--- src/rtl/mem_ctrl_pkg.sv ---
// Shared constants for the byte-serial memory controller: widths, state
// encodings, the IO region selector and the load/store length decode.
package mem_ctrl_pkg;

  localparam int unsigned ADDR_WID          = 32;
  localparam int unsigned ICACHE_LINE_WID   = 512;
  localparam int unsigned ICACHE_LINE_BYTES = 64;

  typedef logic [ADDR_WID-1:0] addr_t;

  localparam logic [2:0] MC_IDLE  = 3'd0;
  localparam logic [2:0] MC_IF_RD = 3'd1;
  localparam logic [2:0] MC_LS_RD = 3'd2;
  localparam logic [2:0] MC_LS_WR = 3'd3;
  localparam logic [2:0] MC_DONE  = 3'd4;

  // Address bits [17:16] of the memory-mapped UART region.
  localparam logic [1:0] IO_REGION_SEL = 2'b11;

  // Byte count of a load/store; the illegal size 3 is treated as a word.
  function automatic logic [2:0] lsb_len(input logic [1:0] size);
    case (size)
      2'd0:    return 3'd1;
      2'd1:    return 3'd2;
      default: return 3'd4;
    endcase
  endfunction

endpackage

--- src/rtl/mem_ctrl.sv ---
// Serialises load/store and icache line-fill requests onto the byte-wide RAM.
// Optional macro MEM_CTRL_IO_STALL_EN holds IO-region stores while the UART buffer is full.
module mem_ctrl
  import mem_ctrl_pkg::*;
#(
  parameter int unsigned LINE_BYTES = ICACHE_LINE_BYTES
) (
  input  logic                    clk,
  input  logic                    rst,
  input  logic                    rdy,
  input  logic                    rollback,
  input  logic [7:0]              mem_din,
  output logic [7:0]              mem_dout,
  output logic [ADDR_WID-1:0]     mem_a,
  output logic                    mem_wr,
  input  logic                    io_buffer_full,
  input  logic                    if_en,
  input  logic [ADDR_WID-1:0]     if_pc,
  output logic                    if_done,
  output logic [8*LINE_BYTES-1:0] if_data,
  input  logic                    lsb_en,
  input  logic                    lsb_wr,
  input  logic [ADDR_WID-1:0]     lsb_addr,
  input  logic [1:0]              lsb_size,
  input  logic [31:0]             lsb_wdata,
  output logic                    lsb_done,
  output logic [31:0]             lsb_rdata
);

  localparam int unsigned CntW = $clog2(LINE_BYTES + 1);

  logic [2:0]              state_q, state_d;
  logic [CntW-1:0]         cnt_q, cnt_d;
  logic [CntW-1:0]         len_q, len_d;
  addr_t                   base_q, base_d;
  logic [31:0]             wdata_q, wdata_d;
  logic [8*LINE_BYTES-1:0] line_q, line_d;
  logic [31:0]             rdata_q, rdata_d;
  logic                    if_done_q, if_done_d;
  logic                    lsb_done_q, lsb_done_d;

  addr_t           byte_addr;
  logic [CntW-1:0] slot;
  logic            io_hold;

  assign byte_addr = base_q + ADDR_WID'(cnt_q);
  assign slot      = cnt_q - CntW'(1);

`ifdef MEM_CTRL_IO_STALL_EN
  assign io_hold = (state_q == MC_LS_WR) && (byte_addr[17:16] == IO_REGION_SEL) &&
                   io_buffer_full;
`else
  logic unused_io_buffer_full;
  assign unused_io_buffer_full = io_buffer_full;
  assign io_hold = 1'b0;
`endif

  always_comb begin
    mem_wr   = 1'b0;
    mem_a    = '0;
    mem_dout = '0;
    if (state_q == MC_LS_WR && !io_hold) begin
      mem_wr   = 1'b1;
      mem_a    = byte_addr;
      mem_dout = wdata_q[{cnt_q[1:0], 3'b000} +: 8];
    end else if ((state_q == MC_IF_RD || state_q == MC_LS_RD) && cnt_q < len_q) begin
      mem_a = byte_addr;
    end
  end

  always_comb begin
    state_d    = state_q;
    cnt_d      = cnt_q;
    len_d      = len_q;
    base_d     = base_q;
    wdata_d    = wdata_q;
    line_d     = line_q;
    rdata_d    = rdata_q;
    if_done_d  = 1'b0;
    lsb_done_d = 1'b0;
    case (state_q)
      MC_IDLE: begin
        if (!rollback) begin
          if (lsb_en) begin
            state_d = lsb_wr ? MC_LS_WR : MC_LS_RD;
            base_d  = lsb_addr;
            wdata_d = lsb_wdata;
            len_d   = CntW'(lsb_len(lsb_size));
            cnt_d   = '0;
            rdata_d = '0;
          end else if (if_en) begin
            state_d = MC_IF_RD;
            base_d  = if_pc;
            len_d   = CntW'(LINE_BYTES);
            cnt_d   = '0;
          end
        end
      end
      MC_IF_RD, MC_LS_RD: begin
        if (rollback) begin
          state_d = MC_IDLE;
        end else begin
          // mem_din carries the byte addressed one cycle earlier, i.e. slot cnt-1.
          if (cnt_q != '0) begin
            if (state_q == MC_IF_RD) line_d[{slot, 3'b000} +: 8] = mem_din;
            else                     rdata_d[{slot[1:0], 3'b000} +: 8] = mem_din;
          end
          if (cnt_q == len_q) begin
            state_d    = MC_DONE;
            if_done_d  = (state_q == MC_IF_RD);
            lsb_done_d = (state_q == MC_LS_RD);
          end else begin
            cnt_d = cnt_q + CntW'(1);
          end
        end
      end
      MC_LS_WR: begin
        if (!io_hold) begin
          if (cnt_q == len_q - CntW'(1)) begin
            state_d    = MC_DONE;
            lsb_done_d = 1'b1;
          end else begin
            cnt_d = cnt_q + CntW'(1);
          end
        end
      end
      MC_DONE: state_d = MC_IDLE;
      default: state_d = MC_IDLE;
    endcase
  end

  always_ff @(posedge clk) begin
    if (rst) begin
      state_q    <= MC_IDLE;
      cnt_q      <= '0;
      len_q      <= '0;
      base_q     <= '0;
      wdata_q    <= '0;
      line_q     <= '0;
      rdata_q    <= '0;
      if_done_q  <= 1'b0;
      lsb_done_q <= 1'b0;
    end else if (rdy) begin
      state_q    <= state_d;
      cnt_q      <= cnt_d;
      len_q      <= len_d;
      base_q     <= base_d;
      wdata_q    <= wdata_d;
      line_q     <= line_d;
      rdata_q    <= rdata_d;
      if_done_q  <= if_done_d;
      lsb_done_q <= lsb_done_d;
    end
  end

  assign if_done   = if_done_q;
  assign if_data   = line_q;
  assign lsb_done  = lsb_done_q;
  assign lsb_rdata = rdata_q;

endmodule

--- config.mk ---
export PLATFORM = sky130hd
export DESIGN_NAME = mem_ctrl
export DESIGN_NICKNAME = d
export VERILOG_FILES = /design/src/rtl/mem_ctrl_pkg.sv /design/src/rtl/mem_ctrl.sv
export SDC_FILE = /design/constraint.sdc
export NUM_CORES = 1
export LEC_CHECK = 0
export ABC_AREA = 1
export BUFFER_PORTS_ARGS = -buffer_cell sky130_fd_sc_hd__buf_2
export CAP_MARGIN = 0
export CORE_AREA = 2 2 327 264
export CTS_BUF_LIST = sky130_fd_sc_hd__clkbuf_8
export DETAILED_ROUTE_END_ITERATION = 10
export DIE_AREA = 0 0 329 266
export GPL_ROUTABILITY_DRIVEN = 0
export REMOVE_ABC_BUFFERS = 1
export SLEW_MARGIN = 20
export SYNTH_ARGS = -nofsm -noshare
export SYNTH_HDL_FRONTEND = slang
export SYNTH_SLANG_ARGS = --single-unit
--- constraint.sdc ---
create_clock -name clk -period 4.7 [get_ports clk]
set_clock_uncertainty 0.15 [all_clocks]
set_input_delay 0 -clock clk [delete_from_list [all_inputs] [get_ports clk]]
set_output_delay 0 -clock clk [all_outputs]
set_load 0.01 [all_outputs]
==> impl_results.md, run 1 <==
- Outcome: complete, no violations
- Share of layout cells above drive strength 1: 18.0%
- Footprint of the flip-flops and latches: roughly 12,000 um^2
- Buffer cell driving the clock tree root: clkbuf_8
- Filler Cells Inserted: between 9,000 and 10,000
- Xor and xnor fraction of the mapped netlist area: 0.355%
- Post-synthesis cell area: 29,300 um^2
- Final period demand of the worst path: between 4 and 5 ns
- Top-level I/O count: roughly 700
- Slowest cell on the critical path: nor2_1
- Clock edge transition at the registers on the reported setup and hold paths: 0.07 ns
- Die Area: 87,500 um^2
- Die height: between 200 and 300 um
- Fraction of synthesized cell area taken by the top area cell type: 42.6%
- Library cell occupying the most area in the post-synthesis netlist: dfxtp_1
- Total power after layout: ~13 mW
- Normalized max-slew margin: a little under a quarter
- Number of nets in the layout: ~5,500
- Slew at the pin closest to its max-slew limit: around 1.2 ns
- Final setup violation count: 0
- Peak clock frequency supported by timing: approximately 0.24 GHz
- Ys Warns: 0
- Pins over their slew limit: 0
- Reported leakage power: 18.3 nW
- Highest-utilization routing layer at the global route stage: met2
- Wire length of the first global-routing pass: ~180,000 um
- Area of the core region: between 80,000 and 90,000 um^2
- Initial antenna violation count: 4
- Most frequent standard cell in the layout excluding fill and tap cells: nor2_1
- Ranking of synthesized cells by area: dfxtp_1 43%, nor2_1 16%, nand2_1 15%
- Fraction of the mapped netlist area in simple logic gates: between 40% and 50%
- Clock latency at the later pin of the worst-skew pair: slightly below 0.7 ns
- Number of core rows: between 90 and 100
- Type of the worst setup path: flop to flop
- Number of violations of the max-capacitance limit: 0
- Smallest hold slack: roughly 0.08 ns
- CTS buffer count: 106
- Number of distinct library cells after synthesis: 43
- Die Wd: 329 um
- Worst r2r path cells: 11
- Worst hold path stage count: 6
- Synthesized-area fraction occupied by ao, oa, aoi and oai cells: slightly below 5%
- Post-detail-place hpwl: slightly above 80,000 um
- Data required time at the worst endpoint: roughly 5.2 ns
- CTS Buffer Depth: 3
- Vias in the first global route: 29,453
- Area added between synthesis and finish: 28.9%
- Largest driver fanout on the critical path: 10
- Worst EP arrival: 4.69 ns
- Area used by multi-input combinational logic: between 10,000 and 15,000 um^2
- Highest ir drop seen on vdd: 0.277 mV
- Global-route track usage on met2: between 40% and 50%
- Combinational family with the most area after synthesis: simple AND/OR/NAND/NOR gates
- Remaining antenna violation count after routing: 0
- PD cells: approximately 350 nW/um^2
- Starting density of the core: roughly 35%
- Post-detailed-placement cell area: about 33,000 um^2
- Post-Route Setup TNS: 0 ns
- Critical path startpoint category: flop
- Total iterations of the first detailed-routing run: 5
- Register bit count reported by yosys: 624
- Maximum number of pins on one net before global-route repair: about 150
- Worst Setup End Kind: flop
- Final cell area excluding filler cells: around 38,000 um^2
- Met3 capacity usage during global routing: between 5 and 6%
- Hold violation total from the final report: 0
- Final clock period utilization by the worst path: 89.3%
- Slowest stage delay, CP: roughly 0.72 ns
- Class of the worst hold path: input pin to flop
- Setup repair after global routing missed its margin: false
- CTS tree: done
- GR Util met1: about a third
- Overall Global Routing Usage: 26.0%
- Most used cells in the layout excluding fill and tap cells: 1,243 x nor2_1, 1,162 x nand2_1, 699 x buf_2, 623 x dfxtp_1, 411 x inv_1
- 1st-iter DRT viols: 2,688
- Most prevalent standard cell on the critical path: nor2_1
- Number of clock sinks: between 600 and 700
- Post-synthesis share of cell area spent on full adders, half adders and majority gates: less than 1%
- Gr ovfl total: 0
- Port Buffers: about 700
- Seq/Total Area, Yosys: between 40% and 50%
- Setup bufs post-CTS: 0
- Cell count after synthesis: between 4,000 and 5,000
- Post-detailed-route DRC marker count: 0
- Via-to-Cell Ratio: 4.93
- Average wire per standard cell: approximately 18 um
- Crit-path cells: nor2_1, nand2_1, nand2_1, clkinv_1, nor2_1, nand3_1, nor2_1, nand3_1, dlygate4sd3_1, a21oi_1, dlygate4sd3_1
- Total vias in the final route: between 30,000 and 40,000
- Per-instance average area after synthesis: between 6 and 7 um^2
- Share of cell area taken by muxes after synthesis: 0%
- Final routed wirelength across all metal layers: 119,000 um
- Clock H-tree levels: 3
sequential cells by signal (all words and copies together), names as in the netlist, 3 cells and up:
name and cells:
base_q 32, cnt_q 7, if_data 512, len_q 4, lsb_rdata 32, state_q 3, wdata_q 32
kinds of logic (layout without fill, tap and decap cells):
family | after synthesis | in the layout
simple gates | 2942 | 2942
buf+inv | 670 | 1536
flops | 624 | 624
compound gates | 277 | 277
fa+ha+maj | 19 | 19
xor+xnor | 11 | 11
other cells | 0 | 2
worst max-delay path: cells and delay by family, from the launching register on:
| kind | cells | cell delay [ns] |
|---|---|---|
| AOI/OAI and AO/OA | 1 | 0.14 |
| buffers and inverters | 3 | 1.44 |
| DFF | 1 | 0.33 |
| and+or+nand+nor | 7 | 2.09 |
per-stage QoR:
stage	utilization (%)	instances	worst slack [ns]
2_1_floorplan	-	4271	-2.48
3_3_place_gp	39.5	6142	0.462
3_5_place_dp	39.5	6142	0.531
4_1_cts	44.6	6536	0.568
5_1_grt	44.6	6538	0.107
6_report	44.6	6538	0.502
path summary, 6_finish.rpt:
| check | start | endpoint | slack [ns] |
|---|---|---|---|
| setup / recovery | state_q[2] | lsb_rdata[16] | 0.50 |
| hold / removal | lsb_addr[26] | base_q[26] | 0.08 |
| hold reg to reg | lsb_rdata[24] | lsb_rdata[24] | 0.29 |
| setup reg to reg | state_q[2] | lsb_rdata[16] | 0.50 |
cell usage after synthesis, drive strengths merged:
library cell     n
a211oi           4
nor3b            2
inv            393
clkbuf          98
o21bai           4
fa               1
o21a             2
xnor2            3
o211a            1
and3             1
nand4          295
ha              18
buf            173
a21oi          139
nand3          149
xor2             8
dlygate4sd1      1
nor4             5
a211o            1
clkinv           5
a22oi            1
dfxtp          624
nor3            28
nand2         1181
o21ai          120
nor2          1275
nand3b           6
a31oi            4
o2111ai          1
timing repair:
action	CTS	global route
hold endpoints to repair	219	0
gates resized for setup	0	0
hold buffers	207	0
layout make-up:
type | instances | area share (%)
Sequential cell | 624 | 33.1
Tap cell | 1127 | 3.73
Clock buffer | 139 | 5.07
Multi-Input combinational cell | 3249 | 37.3
Clock inverter | 48 | 0.845
Timing Repair Buffer | 951 | 16.0
Inverter | 398 | 4.00
Antenna cell | 2 | 0.0133
layer usage:
| layer | vias up | wire [um] |
|---|---|---|
| li1 | 15834 | - |
| met1 | 14934 | 52700 |
| met2 | 1186 | 52100 |
| met3 | 261 | 9170 |
| met4 | 4 | 4900 |
| met5 | - | 21 |
power by group:
group,switching [mW],internal (mW)
Combinational,2.12,0.622
Sequential,0.0416,5.36
Clock,2.37,2.81
Total,4.53,8.79
Note: power is estimated with default switching activity, not from simulation.
==> run 2: changes to the inputs <==
- BUFFER_PORTS_ARGS: -buffer_cell sky130_fd_sc_hd__buf_2 -> -buffer_cell sky130_fd_sc_hd__buf_4
- CTS_BUF_LIST: sky130_fd_sc_hd__clkbuf_8 -> sky130_fd_sc_hd__clkbuf_2 sky130_fd_sc_hd__clkbuf_4 sky130_fd_sc_hd__clkbuf_8
==> impl_results.md, run 2 (synthesis results as in run 1) <==
- Most prevalent standard cell on the critical path: nor2_1
- Share of layout cells above drive strength 1: between 10% and 20%
- Clock latency at the later pin of the worst-skew pair: 0.72 ns
- Pins over their slew limit: 0
- Maximum number of pins on one net before global-route repair: around 180
- Met3 capacity usage during global routing: about 6.9%
- Final period demand of the worst path: 4.23 ns
- Post-detail-place hpwl: about 83,000 um
- Class of the worst hold path: input pin to flop
- Most frequent standard cell in the layout excluding fill and tap cells: nor2_1
- Total iterations of the first detailed-routing run: 6
- Global-route track usage on met2: 40.9%
- Average wire per standard cell: ~18 um
- Dpl cells: 6,145
- Post-detailed-route DRC marker count: 0
- Worst hold path stage count: 6
- Setup bufs post-CTS: 0
- Most used cells in the layout excluding fill and tap cells: 1,243 x nor2_1, 1,162 x nand2_1, 741 x buf_4, 623 x dfxtp_1, 383 x inv_1
- Worst r2r path cells: 11
- Vias in the first global route: a little under 30,000
- Starting density of the core: about a third
- Normalized max-slew margin: approximately a third
- Clock edge transition at the registers on the reported setup and hold paths: around 0.060 ns
- Number of flip-flops in the largest register: between 500 and 600
- Initial antenna violation count: 4
- CP top delay family: simple AND/OR/NAND/NOR gates
- CTS tree: done
- Slowest cell on the critical path: nor2_1
- Highest ir drop seen on vdd: approximately 0.23 mV
- Area of the core region: roughly 85,000 um^2
- CTS Buffer Depth: 3
- Final routed wirelength across all metal layers: 120,000 um
- Type of the worst setup path: flop to flop
- Slew at the pin closest to its max-slew limit: 0.994 ns
- Number of nets in the layout: 5,457
- Worst EP arrival: between 4 and 5 ns
- Worst reg2reg setup slack: about 0.47 ns
- PD cells: around 340 nW/um^2
- Die Area: ~88,000 um^2
- CTS buffer count: roughly 110
- Wire length of the first global-routing pass: between 150,000 and 200,000 um
- Port Buffers: between 600 and 700
- Slowest stage delay, CP: approximately 0.75 ns
- Reported leakage power: roughly 18 nW
- Worst setup path startpoint: state_q[0]
- Largest driver fanout on the critical path: 10
- Startpoint of the lowest-slack register-to-register path: state_q[0]
- 1st-iter DRT viols: 2,715
- Buffer cell driving the clock tree root: clkbuf_8
- Die height: around 270 um
- Number of violations of the max-capacitance limit: 0
- Smallest hold slack: ~0.056 ns
- Data required time at the worst endpoint: around 5.3 ns
- Number of core rows: 96
- Worst R2R End: lsb_rdata[20]
- Top-level I/O count: 701
- Worst Setup End Kind: flop
- Critical path startpoint category: flop
- Clock H-tree levels: 3
- Via-to-Cell Ratio: about 5
- Final clock period utilization by the worst path: ~90%
- Final setup violation count: 0
- Number of clock sinks: 624
- Number of standard cells in the layout, taps in and fillers out: roughly 6,500
- Crit-path cells: nor2_1, nand2_1, nand2_1, clkinv_1, nor2_1, nand3_1, nor2_1, nand3_1, dlygate4sd3_1, a21oi_1, dlygate4sd3_1
- Source of the worst hold timing path: lsb_addr[29]
- Remaining antenna violation count after routing: 0
- Hold violation total from the final report: 0
- Worst Hold End: base_q[29]
- Die Wd: about 330 um
- Highest-utilization routing layer at the global route stage: met2
- Gr ovfl total: 0
- Setup repair after global routing missed its margin: false
- Outcome: complete, no violations
- Area added between synthesis and finish: 34.8%
- Total vias in the final route: around 32,000
- Peak clock frequency supported by timing: ~0.24 GHz
- GR Util met1: 34.6%
- Overall Global Routing Usage: a little over a quarter
- Buffer and inverter count on the worst path: 3
## run 2: cell count changes in the layout (fill, tap and decap cells not counted), sizes merged
| cell | before | now |
|---|---|---|
| clkbuf | 139 | 167 |
| buf | 744 | 748 |
| inv | 423 | 395 |
| clkinvlp | 4 | 2 |
| dlygate4sd3 | 207 | 197 |
| clkinv | 16 | 17 |
## run 2: metrics by stage
step                area (um^2)  total power, mW  utilization, %  setup slack, ns  setup TNS [ns]
floorplan                 28000             7.01               -            -2.48         -890.98
global placement          35200             8.05            41.5            0.431               0
detailed placement        35200             8.07            41.5            0.464               0
CTS                       39500             13.6            46.6            0.522               0
global route              39500             14.1            46.6           0.0865               0
finish                    39500             13.5            46.6            0.471               0
## run 2: metal layers
metal  part of all wire, %  up-vias
met3                   8.5      258
met1                    43    14824
met4                   4.0        4
li1                      -    15812
met2                    44     1225
met5                 0.020        -
## run 2: worst max path at each step
stage / endpoint / slack (ns) / cells past startpoint
3_3_place_gp: if_data[252] / 0.43 / 12
5_1_grt: if_data[488] / 0.09 / 13
6_report: lsb_rdata[20] / 0.47 / 11
4_1_cts: if_data[490] / 0.52 / 13
3_5_place_dp: if_data[490] / 0.46 / 13
2_1_floorplan: if_data[416] / -2.48 / 14
## run 2: repair_timing
action                                 in CTS  in global routing
hold buffers                              197                  0
endpoints found under the hold margin     338                  0
gates resized for setup                     0                  0
## run 2: layout make-up
cell class	instances	area (um^2)
multi-input cells	3249	14100
well taps	1127	1410
diodes	2	5.00
fillers	8790	45200
repair buffers	945	7680
clock inverters	19	228
clock buffers	167	2090
inverters	398	1510
flip-flops and latches	624	12500
## run 2: worst reg2reg max path, stage by stage, from the launching register on
cell and delay, ns:
dfxtp_1 0.32, nor2_1 0.20, nand2_1 0.07, nand2_1 0.16, clkinv_1 0.28, nor2_1 0.75
nand3_1 0.14, nor2_1 0.65, nand3_1 0.14, dlygate4sd3_1 0.62, a21oi_1 0.16, dlygate4sd3_1 0.57
## run 2: report_power, final
part	internal (mW)	switching, mW
registers	5.36	0.0427
clock network	2.99	2.38
logic	0.634	2.11
total	8.98	4.54
